[src/rtl/reaction_pkg.sv]
// Shared definitions for the reaction-time game controller.
//   state_e    : display-facing game state encodings
//   LfsrSeed   : reset value of the pre-GO delay LFSR
//   LfsrTaps   : feedback mask for taps 16,14,13,11 (bits 15,13,12,10)
//   BcdDigitW  : width of one BCD digit of the reaction time
//   lfsr_step  : one Fibonacci LFSR shift
package reaction_pkg;

  typedef enum logic [2:0] {
    StIdle = 3'b000,
    StWait = 3'b001,
    StFail = 3'b010,
    StGo   = 3'b011,
    StShow = 3'b111
  } state_e;

  localparam logic [15:0] LfsrSeed = 16'hACE1;
  localparam logic [15:0] LfsrTaps = 16'hB400;

  localparam int unsigned BcdDigitW = 4;
  localparam int unsigned BcdDigits = 4;
  localparam int unsigned BcdW      = BcdDigitW * BcdDigits;

  // 9999: the largest representable reaction time
  localparam logic [BcdW-1:0] BcdMax = {BcdDigits{4'h9}};

  function automatic logic [15:0] lfsr_step(logic [15:0] s);
    return {s[14:0], ^(s & LfsrTaps)};
  endfunction

endpackage

[src/rtl/bcd_counter4.sv]
// Four-digit BCD counter for the reaction time.
//   clk, rst_n : clock, asynchronous active-low reset
//   clear_i    : synchronous clear to 0000 (has priority)
//   inc_i      : increment by one; ignored once the count is 9999
//   count_o    : registered BCD count, [15:12] most significant
//   sat_o      : count is at 9999
module bcd_counter4
  import reaction_pkg::*;
(
  input  logic            clk,
  input  logic            rst_n,
  input  logic            clear_i,
  input  logic            inc_i,
  output logic [BcdW-1:0] count_o,
  output logic            sat_o
);

  logic [BcdW-1:0] count_q, count_d, count_inc;
  logic            carry;

  // Ripple the +1 through the digits; a 9 rolls to 0 and passes the carry on.
  always_comb begin
    count_inc = count_q;
    carry     = 1'b1;
    for (int i = 0; i < BcdDigits; i++) begin
      if (carry) begin
        if (count_q[i*BcdDigitW +: BcdDigitW] == BcdDigitW'(9)) begin
          count_inc[i*BcdDigitW +: BcdDigitW] = '0;
        end else begin
          count_inc[i*BcdDigitW +: BcdDigitW] = count_q[i*BcdDigitW +: BcdDigitW] +
                                                 BcdDigitW'(1);
          carry = 1'b0;
        end
      end
    end
  end

  assign sat_o = (count_q == BcdMax);

  always_comb begin
    count_d = count_q;
    if (clear_i) begin
      count_d = '0;
    end else if (inc_i && !sat_o) begin
      count_d = count_inc;
    end
  end

  always_ff @(posedge clk or negedge rst_n) begin
    if (!rst_n) begin
      count_q <= '0;
    end else begin
      count_q <= count_d;
    end
  end

  assign count_o = count_q;

endmodule

[src/rtl/reaction_ctrl.sv]
// Reaction-time game controller.
//   clk      : system clock, rising edge
//   rst_n    : asynchronous active-low reset
//   btn      : player button, active-high, asynchronous to clk
//   state    : game state (IDLE 000, WAIT 001, FAIL 010, GO 011, SHOW 111)
//   act_time : reaction time in ms, 4 BCD digits
// Optional build macro BTN_DEBOUNCE_EN: the synchronized button must hold a new level for
// DEBOUNCE_MS consecutive ms ticks before it is accepted.
module reaction_ctrl
  import reaction_pkg::*;
#(
  parameter int unsigned CLK_HZ      = 50000000,
  parameter int unsigned MIN_WAIT_MS = 1000,
  parameter int unsigned DEBOUNCE_MS = 10
) (
  input  logic        clk,
  input  logic        rst_n,
  input  logic        btn,
  output logic [2:0]  state,
  output logic [15:0] act_time
);

  localparam int unsigned TickDiv = CLK_HZ / 1000;
  localparam int unsigned PrescW  = $clog2(TickDiv);
  localparam int unsigned DlyW    = $clog2(MIN_WAIT_MS + 2048);

  // ---------------------------------------------------------------------------
  // Button synchronizer and press detection
  // ---------------------------------------------------------------------------
  logic       sync1_q, sync2_q;
  logic       btn_lvl, lvl_prev_q;
  logic [1:0] primed_q;
  logic       armed_q;
  logic       press;
  logic       tick;

  // primed_q marks when sync2_q holds a real post-reset sample; armed_q then requires the
  // button to have been seen low, so a button held through reset never counts as a press.
  always_ff @(posedge clk or negedge rst_n) begin
    if (!rst_n) begin
      sync1_q    <= 1'b0;
      sync2_q    <= 1'b0;
      lvl_prev_q <= 1'b0;
      primed_q   <= '0;
      armed_q    <= 1'b0;
    end else begin
      sync1_q    <= btn;
      sync2_q    <= sync1_q;
      lvl_prev_q <= btn_lvl;
      primed_q   <= {primed_q[0], 1'b1};
      armed_q    <= armed_q | (primed_q[1] & ~sync2_q);
    end
  end

`ifdef BTN_DEBOUNCE_EN
  localparam int unsigned DbW = $clog2(DEBOUNCE_MS + 1);

  logic           stable_q;
  logic [DbW-1:0] db_cnt_q;

  // Count ticks while the synchronized level differs from the accepted one.
  always_ff @(posedge clk or negedge rst_n) begin
    if (!rst_n) begin
      stable_q <= 1'b0;
      db_cnt_q <= '0;
    end else if (sync2_q == stable_q) begin
      db_cnt_q <= '0;
    end else if (tick) begin
      if (db_cnt_q == DbW'(DEBOUNCE_MS - 1)) begin
        stable_q <= sync2_q;
        db_cnt_q <= '0;
      end else begin
        db_cnt_q <= db_cnt_q + DbW'(1);
      end
    end
  end

  assign btn_lvl = stable_q;
`else
  logic unused_debounce_ms;
  assign unused_debounce_ms = ^DEBOUNCE_MS;
  assign btn_lvl = sync2_q;
`endif

  assign press = armed_q & btn_lvl & ~lvl_prev_q;

  // ---------------------------------------------------------------------------
  // Game FSM, ms prescaler, delay counter, LFSR
  // ---------------------------------------------------------------------------
  state_e              state_q, state_d;
  logic [PrescW-1:0]   presc_q, presc_d;
  logic [DlyW-1:0]     dly_q, dly_d;
  logic [15:0]         lfsr_q;
  logic                cnt_clear, cnt_inc, cnt_sat;

  assign tick = (presc_q == PrescW'(TickDiv - 1));

  always_comb begin
    state_d   = state_q;
    dly_d     = dly_q;
    presc_d   = tick ? '0 : presc_q + PrescW'(1);
    cnt_clear = 1'b0;
    cnt_inc   = 1'b0;
    case (state_q)
      StIdle: begin
        if (press) begin
          state_d = StWait;
          dly_d   = DlyW'(MIN_WAIT_MS) + DlyW'(lfsr_q[10:0]);
          presc_d = '0;
        end
      end
      StWait: begin
        // A press always beats an expiry landing on the same edge.
        if (press) begin
          state_d = StFail;
        end else if (tick) begin
          // <= 1 also covers a zero load when MIN_WAIT_MS is 0.
          if (dly_q <= DlyW'(1)) begin
            state_d   = StGo;
            cnt_clear = 1'b1;
            presc_d   = '0;
          end else begin
            dly_d = dly_q - DlyW'(1);
          end
        end
      end
      StGo: begin
        if (press) begin
          state_d = StShow;
        end else if (tick) begin
          if (cnt_sat) begin
            state_d = StFail;
          end else begin
            cnt_inc = 1'b1;
          end
        end
      end
      StFail, StShow: begin
        if (press) begin
          state_d = StIdle;
        end
      end
      default: state_d = StIdle;
    endcase
  end

  always_ff @(posedge clk or negedge rst_n) begin
    if (!rst_n) begin
      state_q <= StIdle;
      presc_q <= '0;
      dly_q   <= '0;
      lfsr_q  <= LfsrSeed;
    end else begin
      state_q <= state_d;
      presc_q <= presc_d;
      dly_q   <= dly_d;
      lfsr_q  <= lfsr_step(lfsr_q);
    end
  end

  bcd_counter4 u_bcd (
    .clk     (clk),
    .rst_n   (rst_n),
    .clear_i (cnt_clear),
    .inc_i   (cnt_inc),
    .count_o (act_time),
    .sat_o   (cnt_sat)
  );

  assign state = state_q;

endmodule
[config.mk]
export PLATFORM = sky130hd
export DESIGN_NAME = reaction_ctrl
export DESIGN_NICKNAME = d
export VERILOG_FILES = /design/src/rtl/reaction_pkg.sv /design/src/rtl/bcd_counter4.sv /design/src/rtl/reaction_ctrl.sv
export SDC_FILE = /design/constraint.sdc
export NUM_CORES = 1
export LEC_CHECK = 0
export ABC_AREA = 0
export ABC_CLOCK_PERIOD_IN_PS = 5980
export BUFFER_PORTS_ARGS = -buffer_cell sky130_fd_sc_hd__buf_2
export CELL_PAD_IN_SITES_DETAIL_PLACEMENT = 1
export CELL_PAD_IN_SITES_GLOBAL_PLACEMENT = 1
export CORE_ASPECT_RATIO = 0.6
export CORE_MARGIN = 2
export CORE_UTILIZATION = 40
export DETAILED_ROUTE_END_ITERATION = 8
export PLACE_DENSITY_LB_ADDON = 0.1
export SLEW_MARGIN = 20
export SYNTH_ARGS = -nofsm -noshare
export SYNTH_HDL_FRONTEND = slang
export SYNTH_SLANG_ARGS = --single-unit
[constraint.sdc]
create_clock -name clk -period 5.98 [get_ports clk]
set_clock_uncertainty 0.2 [all_clocks]
set_input_delay 0 -clock clk [delete_from_list [all_inputs] [get_ports clk]]
set_output_delay 0 -clock clk [all_outputs]
set_load 0.03 [all_outputs]
==> run summary, run 1 <==
In this run the remaining antenna-violating nets after routing total 0. The tool flagged a number of max-cap violations equal to 0. The flip-flop and latch count after synthesis is between 60 and 70. The die covers 9680 um^2. The floorplan row count is 26. The achievable frequency is about 0.34 GHz. STA classifies the critical path endpoint as a register. The most used flip-flop cell after synthesis is sky130_fd_sc_hd__dfrtp_1. The initial detailed-routing violation count came out at ~160.

The TritonCTS clock tree is done. Dividing the final minimum period by the clock period gives 0.488. The count of cell types in the netlist is 55. Subtracting the final worst setup slack from the clock period gives around 2.9 ns.

The detailed-route via count came out at 2836. The number of antenna diodes in the final layout is 0. The post-detailed-routing wire length is around 9.2 mm.

The maximum number of pins on one net before global-route repair is 70. In the global route stage, overall resource usage came out at 0.210. The count of port buffers added during placement came out at 21. The master cell of the clock root buffer is sky130_fd_sc_hd__clkbuf_16. The final weighted congestion of routability-driven global placement is ~0.8. The final design instance area without fill came out at a little over 4000 um^2. The biggest area contributor in the post-synthesis netlist is sky130_fd_sc_hd__dfrtp_1.

The clock input transition at the sequential cells of the worst setup and hold paths is around 0.060 ns. The area after detailed placement came out at approximately 3800 um^2. The final cell count without fillers is ~500. The number of cells produced by synthesis is approximately 360.

The initial antenna violation count came out at 0. The number of synthesized flops with an enable pin is 0. The cell count after placement is 483.

The power per standard cell area is 382 nW/um^2. The post-cts repair resize count came out at 0. The post-detailed-route wirelength per cell came out at between 15 and 20 um.

The first detailed-routing pass ran for 4 iterations. The worst ir drop on vdd came out at around 0.00019 V. The placeable core region came out at about 8600 um^2.

The number of nets in the finished design came out at ~400. The area growth from synthesis to layout is 16.5%. By startpoint and endpoint, the worst setup path is classified as reg2reg. The placed wire-length estimate after detailed placement came out at between 6 and 7 mm. The number of H-tree branching levels is 3.

The number of global-route vias before repair was 2939. The fraction of synthesis flops using an asynchronous set or reset pin is 1.00. The average vias per placed instance came out at approximately 5.7. The worst slew margin relative to its limit came out at 0.411.

Setup total negative slack on the finished layout was measured at 0 ns. The number of CTS-inserted buffers is 9. In this run the worst path has a maximum fanout of 9. The final number of hold-violating endpoints is 0. Setup repair after global routing left no endpoint under its margin.

The worst setup slack after placement is 3.09 ns. The number of fill cells in the layout is between 900 and 1000. The initial core utilization is 0.415. The launching element type of the critical path is a register.

The static power due to leakage is around 0.0019 uW. In this run the deepest clock path goes through 2 buffers. The number of slew-limit violations in the final report came out at 0.

The synthesized netlist net count came out at 376. The die boundary height came out at just under 80 um. The final critical-path setup slack is 3.06 ns. The worst endpoint required time is roughly 6.0 ns.

The worst-margin pin slew is around 0.86 ns. The synthesized cell area is between 3000 and 4000 um^2. Yosys attributes the largest share of cell area to sky130_fd_sc_hd__dfrtp_1, sky130_fd_sc_hd__dfstp_2, sky130_fd_sc_hd__ha_1, sky130_fd_sc_hd__nor2_1, sky130_fd_sc_hd__nand2_1.

The count of boundary I/O pins came out at 22. In this run, post-CTS hold repair placed 2 buffers. The global-route wire length before repair is around 16 mm. The clock latency on the worst-skew pair came out at about 0.34 ns. The data arrival time at the worst-slack endpoint is roughly 2.9 ns.

For this run, the number of Yosys warnings is 0. Dividing the synthesized area by the synthesized cell count gives around 9.8 um^2. The fraction of synthesized cell area taken by the top area cell type came out at 0.429. Of the cells placed in the final design, the portion with a size suffix greater than 1 is 0.139. The number of setup violations in the final report is 0. The path class of the tightest hold or removal check is in2reg. The sequential share of the synthesized area came out at 0.489.

The number of setup buffers added after CTS came out at 0. In this run the horizontal extent of the chip is 126 um. The post-detailed-route DRC marker count is 0. The post-route core utilization came out at 0.484. The CTS sink count came out at 69. The flow ran to the end, and the final reports show no timing, DRC or antenna violations. The remaining global-route overflow came out at 0.
metal layers:
layer / vias up / global-route usage / part of all wire
met1: 1421 / 0.333 / 0.56
met2: 46 / 0.272 / 0.39
li1: 1364 / - / -
met4: 0 / 0.0600 / 0.0069
met5: - / 0 / 0
met3: 5 / 0.0572 / 0.039
cell usage after synthesis (3+ instances only):
library cell	count
sky130_fd_sc_hd__dfrtp_1	61
sky130_fd_sc_hd__nor2_1	39
sky130_fd_sc_hd__nand2_1	31
sky130_fd_sc_hd__nand3_1	15
sky130_fd_sc_hd__clkbuf_1	14
sky130_fd_sc_hd__ha_1	12
sky130_fd_sc_hd__o21ai_0	12
sky130_fd_sc_hd__xor2_1	12
sky130_fd_sc_hd__a21oi_1	11
sky130_fd_sc_hd__nor3_1	11
sky130_fd_sc_hd__xnor2_1	11
sky130_fd_sc_hd__and3_1	10
sky130_fd_sc_hd__inv_1	10
sky130_fd_sc_hd__nand4_1	9
sky130_fd_sc_hd__nor4_1	9
sky130_fd_sc_hd__dfstp_2	8
sky130_fd_sc_hd__and2_1	6
sky130_fd_sc_hd__o22ai_1	6
sky130_fd_sc_hd__or4_1	6
sky130_fd_sc_hd__and3b_1	5
sky130_fd_sc_hd__nand3b_1	5
sky130_fd_sc_hd__a22oi_1	4
sky130_fd_sc_hd__a31oi_1	3
sky130_fd_sc_hd__o211ai_1	3
sky130_fd_sc_hd__o31ai_1	3
layout make-up:
| cell class | instances | area (um^2) | share of cell area |
|---|---|---|---|
| flip-flops and latches | 69 | 1740 | 0.419 |
| multi-input cells | 267 | 1720 | 0.416 |
| clock buffers | 11 | 243 | 0.0586 |
| repair buffers | 27 | 155 | 0.0375 |
| well taps | 112 | 140 | 0.0338 |
| clock inverters | 5 | 108 | 0.0260 |
| inverters | 10 | 37.5 | 0.00906 |
state kept, by name, summed over array words and instances, names as in the netlist:
name and flops:
lfsr_q 16, presc_q 16, u_bcd.count_o 16, dly_q 12, state 3, primed_q 2, armed_q 1, btn_lvl 1
lvl_prev_q 1, sync1_q 1
power breakdown:
group	total, uW	switching [uW]	internal (uW)
Combinational	335	207	128
Sequential	625	91.8	533
Clock	622	202	420
through the flow:
step / hold WS [ns] / total power [uW]
final: 0.110 / 1580
after global routing: 0.0997 / 1680
after CTS: 0.0881 / 1600
after detailed placement: -0.0885 / 962
after global placement: -0.0913 / 951
after floorplan: -0.496 / 852
final timing paths:
path,depth (start not counted),slack [ns],start,to
setup / recovery,5,3.06,presc_q[7]$_DFF_PN0_,dly_q[5]$_DFFE_PN0P_
hold reg to reg,0,0.15,sync1_q$_DFF_PN0_,btn_lvl$_DFF_PN0_
max in group asynchronous,3,4.78,rst_n,u_bcd.count_o[2]$_DFFE_PN0P_
min in group asynchronous,3,0.20,rst_n,presc_q[15]$_DFF_PN0_
setup reg to reg,5,3.06,presc_q[7]$_DFF_PN0_,dly_q[5]$_DFFE_PN0P_
hold / removal,2,0.11,btn,sync1_q$_DFF_PN0_
critical path, stage by stage (launching register included):
cell,delay (ns)
sky130_fd_sc_hd__dfrtp_1,0.46
sky130_fd_sc_hd__or4_1,0.48
sky130_fd_sc_hd__or4_1,0.65
sky130_fd_sc_hd__nand3b_1,0.42
sky130_fd_sc_hd__nand2_1,0.34
sky130_fd_sc_hd__o2bb2a_1,0.25
cell usage in the layout (no fill, tap or decap), drive strengths merged, types with 4 or more instances in the layout:
cell and instances:
xnor2 11, clkbuf 11, nand4 9, o22ai 6, and3 10, a22oi 4, nand2 31, or4 6
dfstp 8, nand3 15, and2 6, xor2 12, nor2 39, buf 25, inv 10, nor3 11
dfrtp 61, nand3b 6, and3b 5, o21ai 12, a21oi 11, ha 12, nor4 9
logic make-up after synthesis:
family / synth area share
AOI/OAI and AO/OA: 0.128
xor gates and xnor gates: 0.0567
adders and majority gates: 0.0422
buffers and inverters: 0.0268
DFF: 0.489
muxes: 0.00880
other: 0.00105
and+or+nand+nor: 0.247
(Power assumes the default switching activity.)
==> inputs of run 2 (changes only) <==
- ABC_AREA: 0 -> 1
- ABC_CLOCK_PERIOD_IN_PS: 5980 -> 2360
- clock period: 5.98 -> 2.36 ns (I/O delays scaled with it)
==> run 2 against run 1 <==
Net effect: largest power group unchanged; sequential cell count is the same; clock-buffer cell count unchanged; sequential power rose to 2.5 times the previous value; global-route usage fell by 0.73 points; area after synthesis is 5.0% higher; sequential share of layout area decreased by 2.0 points; routed wire length decreased by 1.9%; critical path depth is 6 higher; first-iteration DRC count fell by 21%; register-to-register slack worse by 2.9 ns; die area increased by 4.8%; clock power rose by 120%.
==> run summary, run 2 <==
Outcome: finished clean (unchanged). The cell count after placement came to 613 (was 483). The final design instance area without fill is 4350 um^2 (was 4140 um^2). The number of setup violations in the final report is 0 (unchanged). The static power due to leakage came out at 0.00226 uW (was 0.00186 uW).

The number of CTS-inserted buffers is 9 (unchanged). The share of final-layout standard cells stronger than drive strength 1 was 0.162 (was 0.139). The count of cell types in the netlist is 35 (was 55).

The floorplan row count is 27 (was 26). The die boundary width came to 129 um (was 126 um). The placeable core region is 9120 um^2 (was 8560 um^2). The post-detailed-route wirelength per cell came out at 14.2 um (was 18.3 um). The number of cells produced by synthesis is 475 (was 361). The initial antenna violation count is 0 (unchanged). The clock tree buffer depth is 2 (unchanged). The fraction of synthesized cell area taken by the top area cell type was 0.409 (was 0.429).

The die boundary height is 78.8 um (was 77.0 um). The most common flop cell mapped by yosys is sky130_fd_sc_hd__dfrtp_1 (unchanged). The post-route core utilization was 0.477 (was 0.484).

The number of global-route vias before repair came out at 3143 (was 2939). The synthesized cell area came out at 3730 um^2 (was 3550 um^2). The flip-flop and latch count after synthesis came to 69 (unchanged). The number of fill cells in the layout came out at 1134 (was 959). The detailed-route via count came out at 3095 (was 2836). The final weighted congestion of routability-driven global placement was 0.763 (was 0.809). The post-detailed-routing wire length is 9.01 mm (was 9.19 mm). The final number of hold-violating endpoints came to 0 (unchanged).

Commonest cells after routing, fill and taps aside: sky130_fd_sc_hd__nand2_1, sky130_fd_sc_hd__dfrtp_1, sky130_fd_sc_hd__nor2_1 (was sky130_fd_sc_hd__dfrtp_1, sky130_fd_sc_hd__nor2_1, sky130_fd_sc_hd__nand2_1). The launching element type of the critical path is a register (unchanged). The final critical-path required period came to 2.16 ns (was 2.92 ns). The met3 track demand over resource is 0.0505 (was 0.0572). The number of synthesized flops with an enable pin is 0 (unchanged). The final cell count without fillers is 633 (was 501). The number of slew-limit violations in the final report came out at 0 (unchanged). The achievable frequency is 0.464 GHz (was 0.342 GHz). The cell count of the worst reg-to-reg path is 11 (was 5). The global-route track usage on met1 came out at 0.306 (was 0.333). The worst ir drop on vdd is 0.000435 V (was 0.000189 V). The CTS sink count is 69 (unchanged). The sequential standard cell area is 1740 um^2 (unchanged). The count of maximum capacitance violations is 0 (unchanged).

The area after detailed placement was 4000 um^2 (was 3770 um^2). The global-route wire length before repair came out at 15.9 mm (was 15.8 mm). The data arrival time at the worst-slack endpoint is 2.18 ns (was 2.94 ns).

The post-cts repair resize count came to 0 (unchanged). The clock input transition at the sequential cells of the worst setup and hold paths came out at 0.06 ns (about the same). The die area was 10100 um^2 (was 9680 um^2). The category of the critical setup timing path is reg2reg (unchanged). The internal reg-to-reg setup slack came out at 0.20 ns (was 3.06 ns). The kind of end point of the critical path is a register (unchanged).

The busiest layer in global routing is met1 (unchanged). The initial core utilization came out at 0.409 (was 0.415). The worst-margin pin slew is 0.606 ns (was 0.862 ns). The power per standard cell area is 980 nW/um^2 (was 382 nW/um^2). The clock latency on the worst-skew pair came out at 0.33 ns (was 0.34 ns).

The count of boundary I/O pins came out at 22 (unchanged). The overall routing resource usage came out at 0.202 (was 0.210). The sequential share of the synthesized area came out at 0.465 (was 0.489). The count of antenna diodes in the layout came out at 0 (unchanged). The placed wire-length estimate after detailed placement is 6.81 mm (was 6.51 mm).

The highest fanout seen on the critical path is 5 (was 9). The total area of multi-input combinational cells came to 1760 um^2 (was 1720 um^2). The count of port buffers added during placement came out at 21 (unchanged). The initial detailed-routing violation count is 128 (was 162).

The number of nets in the finished design came out at 527 (was 399). The post-detailed-route DRC marker count came out at 0 (unchanged). Top cell types by occurrence after synthesis: sky130_fd_sc_hd__nand2_1, sky130_fd_sc_hd__dfrtp_1, sky130_fd_sc_hd__nor2_1, sky130_fd_sc_hd__inv_1, sky130_fd_sc_hd__nand3_1 (was sky130_fd_sc_hd__dfrtp_1, sky130_fd_sc_hd__nor2_1, sky130_fd_sc_hd__nand2_1, sky130_fd_sc_hd__nand3_1, sky130_fd_sc_hd__clkbuf_1).

The average vias per placed instance is 4.89 (was 5.66). The remaining global-route overflow came to 0 (unchanged). The iteration count of the initial detailed-routing pass is 4 (unchanged). The final critical-path share of the clock period came out at 0.913 (was 0.488). The maximum number of pins on one net before global-route repair came out at 45 (was 70). RSZ-0062 raised after global routing: false (unchanged).

The number of synthesis warnings came out at 0 (unchanged). The met2 track demand over resource in global routing came out at 0.286 (was 0.272). Top post-synthesis cells by area: sky130_fd_sc_hd__dfrtp_1, sky130_fd_sc_hd__nand2_1, sky130_fd_sc_hd__nor2_1, sky130_fd_sc_hd__dfstp_2, sky130_fd_sc_hd__inv_1 (was sky130_fd_sc_hd__dfrtp_1, sky130_fd_sc_hd__dfstp_2, sky130_fd_sc_hd__ha_1, sky130_fd_sc_hd__nor2_1, sky130_fd_sc_hd__nand2_1). The cell taking the most area after synthesis is sky130_fd_sc_hd__dfrtp_1 (unchanged). The type of the most critical hold path was in2async (was in2reg). The master cell of the clock root buffer was sky130_fd_sc_hd__clkbuf_16 (unchanged). The worst endpoint required time came out at 2.39 ns (was 6.00 ns). The post-synthesis area per instance is 7.86 um^2 (was 9.85 um^2). The worst slew margin relative to its limit came out at 0.596 (was 0.411).

The TritonCTS clock tree is done (unchanged). The fraction of synthesis flops using an asynchronous set or reset pin came out at 1.00 (unchanged). The leading cell type by number of instances after synthesis is sky130_fd_sc_hd__nand2_1 (was sky130_fd_sc_hd__dfrtp_1).

The number of H-tree branching levels came to 3 (unchanged). The post-route setup TNS came out at 0 ns (unchanged). The most common cell after layout, fill and taps aside is sky130_fd_sc_hd__nand2_1 (was sky130_fd_sc_hd__dfrtp_1). The post-route antenna net violation count is 0 (unchanged). The synthesized netlist net count came out at 490 (was 376).

The area added between synthesis and finish is 16.5% (about the same).
## run 2: cell types whose count changed after synthesis, moves of 5 or more
cell                       before  now
sky130_fd_sc_hd__and2_1         6    0
sky130_fd_sc_hd__and3_1        10    1
sky130_fd_sc_hd__and3b_1        5    0
sky130_fd_sc_hd__clkbuf_1      14    0
sky130_fd_sc_hd__inv_1         10   51
sky130_fd_sc_hd__nand2_1       31  140
sky130_fd_sc_hd__nand2_2        0    8
sky130_fd_sc_hd__nand3_1       15   29
sky130_fd_sc_hd__nor2_1        39   57
sky130_fd_sc_hd__nor2_2         0    6
sky130_fd_sc_hd__nor4_1         9    1
sky130_fd_sc_hd__o21ai_0       12   18
sky130_fd_sc_hd__o22ai_1        6    0
sky130_fd_sc_hd__or4_1          6    0
## run 2: worst max-delay path, cell delays in order (launching register included)
cell,delay [ns]
sky130_fd_sc_hd__dfrtp_1,0.41
sky130_fd_sc_hd__inv_1,0.11
sky130_fd_sc_hd__ha_1,0.22
sky130_fd_sc_hd__nor2_1,0.07
sky130_fd_sc_hd__nand3b_1,0.17
sky130_fd_sc_hd__nor2_1,0.19
sky130_fd_sc_hd__nand3_2,0.17
sky130_fd_sc_hd__buf_4,0.18
sky130_fd_sc_hd__nand2_1,0.05
sky130_fd_sc_hd__nand2_1,0.13
sky130_fd_sc_hd__nand2_1,0.10
sky130_fd_sc_hd__nand2_1,0.05
## run 2: repair_timing
item                                    CTS  global route
hold endpoints to repair                 70             0
setup buffers                             0             2
hold buffers                              2             0
endpoints found under the setup margin    0             1
## run 2: routing by layer
| metal | share of wire | wire [um] |
|---|---|---|
| met5 | 0 | 0 |
| met4 | 0.0094 | 85 |
| met3 | 0.028 | 252 |
| met2 | 0.41 | 3690 |
| met1 | 0.55 | 4980 |
## run 2: cells by family (layout without fill, tap and decap cells)
group                    Yosys count  count (layout)  synth area share
other                              1               1           0.00100
flip-flops                        69              69             0.465
AO/OA/AOI/OAI                     44              44            0.0680
buffers and inverters             59             101            0.0643
AND/OR/NAND/NOR                  273             273             0.321
XOR/XNOR                          16              16            0.0375
adder cells (fa/ha/maj)           12              12            0.0402
multiplexers                       1               1           0.00302
## run 2: metrics by stage
| step | hold WS (ns) | setup WS, ns | total power, uW |
|---|---|---|---|
| after floorplan | -0.496 | 0.466 | 2510 |
| after detailed placement | -0.154 | 0.221 | 2900 |
| after global routing | 0.0665 | 0.0358 | 4600 |
| after global placement | -0.158 | 0.337 | 2860 |
| final | 0.0106 | 0.204 | 4260 |
| after CTS | 0.0206 | 0.185 | 4330 |
## run 2: worst paths after layout
check,startpoint,to
max,dly_q[0]$_DFFE_PN0P_,u_bcd.count_o[8]$_DFFE_PN0P_
min,rst_n,presc_q[12]$_DFF_PN0_
max reg2reg,dly_q[0]$_DFFE_PN0P_,u_bcd.count_o[8]$_DFFE_PN0P_
min reg2reg,lfsr_q[14]$_DFF_PN0_,lfsr_q[15]$_DFF_PN1_
max in group asynchronous,rst_n,u_bcd.count_o[6]$_DFFE_PN0P_
min in group clk,btn,sync1_q$_DFF_PN0_
## run 2: cell type report
cell class / instances / area share
clock inverter: 5 / 0.0135
sequential: 69 / 0.399
multi-input combinational: 347 / 0.404
timing repair buffer: 31 / 0.0454
clock buffer: 11 / 0.0581
inverter: 54 / 0.0466
tap: 116 / 0.0334
## run 2: report_power, final
| part | internal, uW | switching (uW) | total, uW | leakage (uW) |
|---|---|---|---|---|
| combinational | 440 | 871 | 1310 | 0.00123 |
| sequential | 1360 | 212 | 1570 | 0.000889 |
| clock | 875 | 509 | 1380 | 0.000148 |
| total | 2670 | 1590 | 4260 | 0.00226 |
==> inputs of run 3 (changes only) <==
- SYNTH_HIERARCHICAL: not set -> 1
==> run 3 against run 2 <==
Net effect: sequential share of layout area decreased by 1.9 points; routed wire length increased by 6.2%; die area unchanged; fmax decreased by 8.3%.
==> run summary, run 3 <==
The number of CTS-inserted buffers is 9 (unchanged). The synthesized netlist net count came out at 501 (was 490). The achievable frequency is 0.425 GHz (was 0.464 GHz). Top post-synthesis cells by area: sky130_fd_sc_hd__dfrtp_1, sky130_fd_sc_hd__nand2_1, sky130_fd_sc_hd__nor2_1, sky130_fd_sc_hd__dfstp_2, sky130_fd_sc_hd__inv_1 (unchanged). The die boundary width is 129 um (unchanged). The master cell of the clock root buffer is sky130_fd_sc_hd__clkbuf_16 (unchanged).

The maximum number of pins on one net before global-route repair came out at 39 (was 45). RSZ-0062 raised after global routing: true (was false). The number of fill cells in the layout is 1147 (was 1134).

The post-detailed-route wirelength per cell is 14.4 um (was 14.2 um). The fraction of synthesized cell area taken by the top area cell type came out at 0.409 (unchanged). The highest fanout seen on the critical path was 7 (was 5). The number of slew-limit violations in the final report came out at 0 (unchanged). The buffer and inverter count on the worst path came out at 2 (unchanged). The number of synthesized flops with an enable pin is 0 (unchanged). The launching element type of the critical path is a register (unchanged). The kind of end point of the critical path is a register (unchanged). The global-route wire length before repair came to 16.0 mm (was 15.9 mm). The number of global-route vias before repair came out at 3318 (was 3143). The overall routing resource usage came out at 0.202 (about the same). The cell taking the most area after synthesis is sky130_fd_sc_hd__dfrtp_1 (unchanged). The highest cell delay on the worst timing path is 0.42 ns (was 0.41 ns). The final critical-path required period is 2.35 ns (was 2.16 ns). The fraction of synthesis flops using an asynchronous set or reset pin is 1.00 (unchanged). The number of synthesis warnings came out at 6 (was 0).

The CTS sink count is 69 (unchanged). The final critical-path share of the clock period came to 0.996 (was 0.913). The post-route setup TNS is 0 ns (unchanged). The number of nets in the finished design was 552 (was 527). The most common cell after layout, fill and taps aside is sky130_fd_sc_hd__nand2_1 (unchanged).

The total power came out at 4410 uW (was 4260 uW). The initial detailed-routing violation count came out at 146 (was 128). The count of boundary I/O pins is 22 (unchanged). The worst ir drop on vdd is 0.000443 V (was 0.000435 V). The static power due to leakage came to 0.00236 uW (was 0.00226 uW). The power per standard cell area came out at 966 nW/um^2 (was 980 nW/um^2). The initial antenna violation count was 0 (unchanged). The share of final-layout standard cells stronger than drive strength 1 is 0.211 (was 0.162). Commonest cells after routing, fill and taps aside: sky130_fd_sc_hd__nand2_1, sky130_fd_sc_hd__nor2_1, sky130_fd_sc_hd__dfrtp_1 (was sky130_fd_sc_hd__nand2_1, sky130_fd_sc_hd__dfrtp_1, sky130_fd_sc_hd__nor2_1). The clock input transition at the sequential cells of the worst setup and hold paths came to 0.06 ns (about the same). Outcome: finished clean (unchanged). The flip-flop and latch count after synthesis came to 69 (unchanged). The post-synthesis area per instance is 7.62 um^2 (was 7.86 um^2).

The TritonCTS clock tree is done (unchanged). The synthesized cell area came out at 3730 um^2 (unchanged). The final cell count without fillers came out at 662 (was 633). The die boundary height came to 78.8 um (unchanged). Top cell types by occurrence after synthesis: sky130_fd_sc_hd__nand2_1, sky130_fd_sc_hd__nor2_1, sky130_fd_sc_hd__dfrtp_1, sky130_fd_sc_hd__inv_1, sky130_fd_sc_hd__nand3_1 (was sky130_fd_sc_hd__nand2_1, sky130_fd_sc_hd__dfrtp_1, sky130_fd_sc_hd__nor2_1, sky130_fd_sc_hd__inv_1, sky130_fd_sc_hd__nand3_1). The internal reg-to-reg setup slack came out at 0.01 ns (was 0.20 ns).

The number of H-tree branching levels came to 3 (unchanged). The remaining global-route overflow was 0 (unchanged). The clock latency on the worst-skew pair came out at 0.34 ns (was 0.33 ns). The category of the critical setup timing path is reg2reg (unchanged).

The sequential share of the synthesized area came out at 0.465 (unchanged). The die area was 10100 um^2 (unchanged). The post-detailed-route DRC marker count is 0 (unchanged). The worst endpoint required time is 2.38 ns (was 2.39 ns). The final number of hold-violating endpoints was 0 (unchanged). Cells traversed along the worst timing path: inv_2 > ha_4 > nor2_4 > nor3_2 > nand4_1 > nor3_2 > inv_2 > nand2_2 > and3_4 > nand2_4 > nand2_2 > nand2_1 (was inv_1 > ha_1 > nor2_1 > nand3b_1 > nor2_1 > nand3_2 > buf_4 > nand2_1 > nand2_1 > nand2_1 > nand2_1). The critical path's top delay family is simple AND/OR/NAND/NOR gates (unchanged). The type of the most critical hold path is in2async (unchanged).

The average vias per placed instance came out at 4.95 (was 4.89). The count of maximum capacitance violations came out at 0 (unchanged). The count of cell types in the netlist is 34 (was 35). The final weighted congestion of routability-driven global placement is 0.841 (was 0.763). The number of cells produced by synthesis came out at 490 (was 475).

The iteration count of the initial detailed-routing pass is 4 (unchanged). The leading cell type by number of instances after synthesis was sky130_fd_sc_hd__nand2_1 (unchanged). The count of antenna diodes in the layout is 0 (unchanged).

The post-route core utilization came out at 0.501 (was 0.477). The data arrival time at the worst-slack endpoint is 2.37 ns (was 2.18 ns). The number of setup violations in the final report is 0 (unchanged). The cell count after placement came to 637 (was 613). The post-route antenna net violation count came out at 0 (unchanged). The post-detailed-routing wire length is 9.57 mm (was 9.01 mm).

The area added between synthesis and finish is 22.5% (was 16.5%). The floorplan row count came out at 27 (unchanged). The most common flop cell mapped by yosys is sky130_fd_sc_hd__dfrtp_1 (unchanged). The placeable core region came out at 9120 um^2 (unchanged). The library cell contributing the largest single delay on the critical path is sky130_fd_sc_hd__dfrtp_1 (unchanged).

The count of port buffers added during placement is 21 (unchanged). The clock tree buffer depth came out at 2 (unchanged). The detailed-route via count is 3277 (was 3095). The initial core utilization came out at 0.409 (unchanged).

The placed wire-length estimate after detailed placement is 6.95 mm (was 6.81 mm).
run 3: area by class of cell:
cell class,instances,area (um^2),share of cell area
clock buffers,10,229,0.0501
clock inverters,6,93.8,0.0205
inverters,55,206,0.0452
multi-input cells,362,1860,0.406
flip-flops and latches,69,1740,0.380
well taps,116,145,0.0317
repair buffers,44,305,0.0668
run 3: routing by layer:
metal  GRT usage  wire length, um  vias to the layer above
met5           0                0                        -
met4      0.0598              102                        0
met3      0.0485              265                       12
met2       0.296             4130                       25
met1       0.297             5070                     1600
li1            -                -                     1640
run 3: power breakdown:
| part | internal, uW | leakage (uW) | switching (uW) | total, uW |
|---|---|---|---|---|
| logic | 508 | 0.00132 | 885 | 1390 |
| registers | 1350 | 0.000894 | 193 | 1540 |
| clock network | 935 | 0.000154 | 548 | 1480 |
run 3: cells by family after synthesis:
family | Yosys count | synth area share
buf+inv | 59 | 0.0637
flops | 69 | 0.465
other cells | 1 | 0.00100
xor+xnor | 16 | 0.0375
compound gates | 37 | 0.0530
simple gates | 300 | 0.353
fa+ha+maj | 8 | 0.0268
run 3: metrics by stage:
step	setup slack (ns)	instance area, um^2	hold slack, ns
2_1_floorplan	0.0105	3740	-0.496
3_3_place_gp	0.0957	4080	-0.270
3_5_place_dp	-0.0293	4080	-0.267
4_1_cts	0.00410	4440	0.0287
5_1_grt	-0.108	4570	0.0761
6_report	0.00960	4570	0.0288
run 3: worst register-to-register path: stages, from the launching register on:
cell                      delay, ns
sky130_fd_sc_hd__dfrtp_1       0.42
sky130_fd_sc_hd__inv_2         0.10
sky130_fd_sc_hd__ha_4          0.14
sky130_fd_sc_hd__nor2_4        0.04
sky130_fd_sc_hd__nor3_2        0.18
sky130_fd_sc_hd__nand4_1       0.15
sky130_fd_sc_hd__nor3_2        0.30
sky130_fd_sc_hd__inv_2         0.17
sky130_fd_sc_hd__nand2_2       0.11
sky130_fd_sc_hd__and3_4        0.23
sky130_fd_sc_hd__nand2_4       0.07
sky130_fd_sc_hd__nand2_2       0.06
sky130_fd_sc_hd__nand2_1       0.05
run 3: path summary, 6_finish.rpt:
check | startpoint | endpoint | depth (start not counted)
worst max-delay path | dly_q[0]$_DFFE_PN0P_ | u_bcd/count_o[14]$_DFFE_PN0P_ | 12
worst min-delay path | rst_n | lfsr_q[0]$_DFF_PN1_ | 2
worst max register to register | dly_q[0]$_DFFE_PN0P_ | u_bcd/count_o[14]$_DFFE_PN0P_ | 12
worst min register to register | primed_q[0]$_DFF_PN0_ | primed_q[1]$_DFF_PN0_ | 0
max in group asynchronous | rst_n | lfsr_q[12]$_DFF_PN0_ | 3
min in group clk | btn | sync1_q$_DFF_PN0_ | 2
run 3: timing repair:
action | CTS | global route
setup endpoints to repair | 4 | 15
cloned | 0 | 0
pin swaps | 0 | 13
hold endpoints to repair | 66 | 0
resized for setup | 1 | 25
setup buffers | 1 | 5
hold buffers | 3 | 0
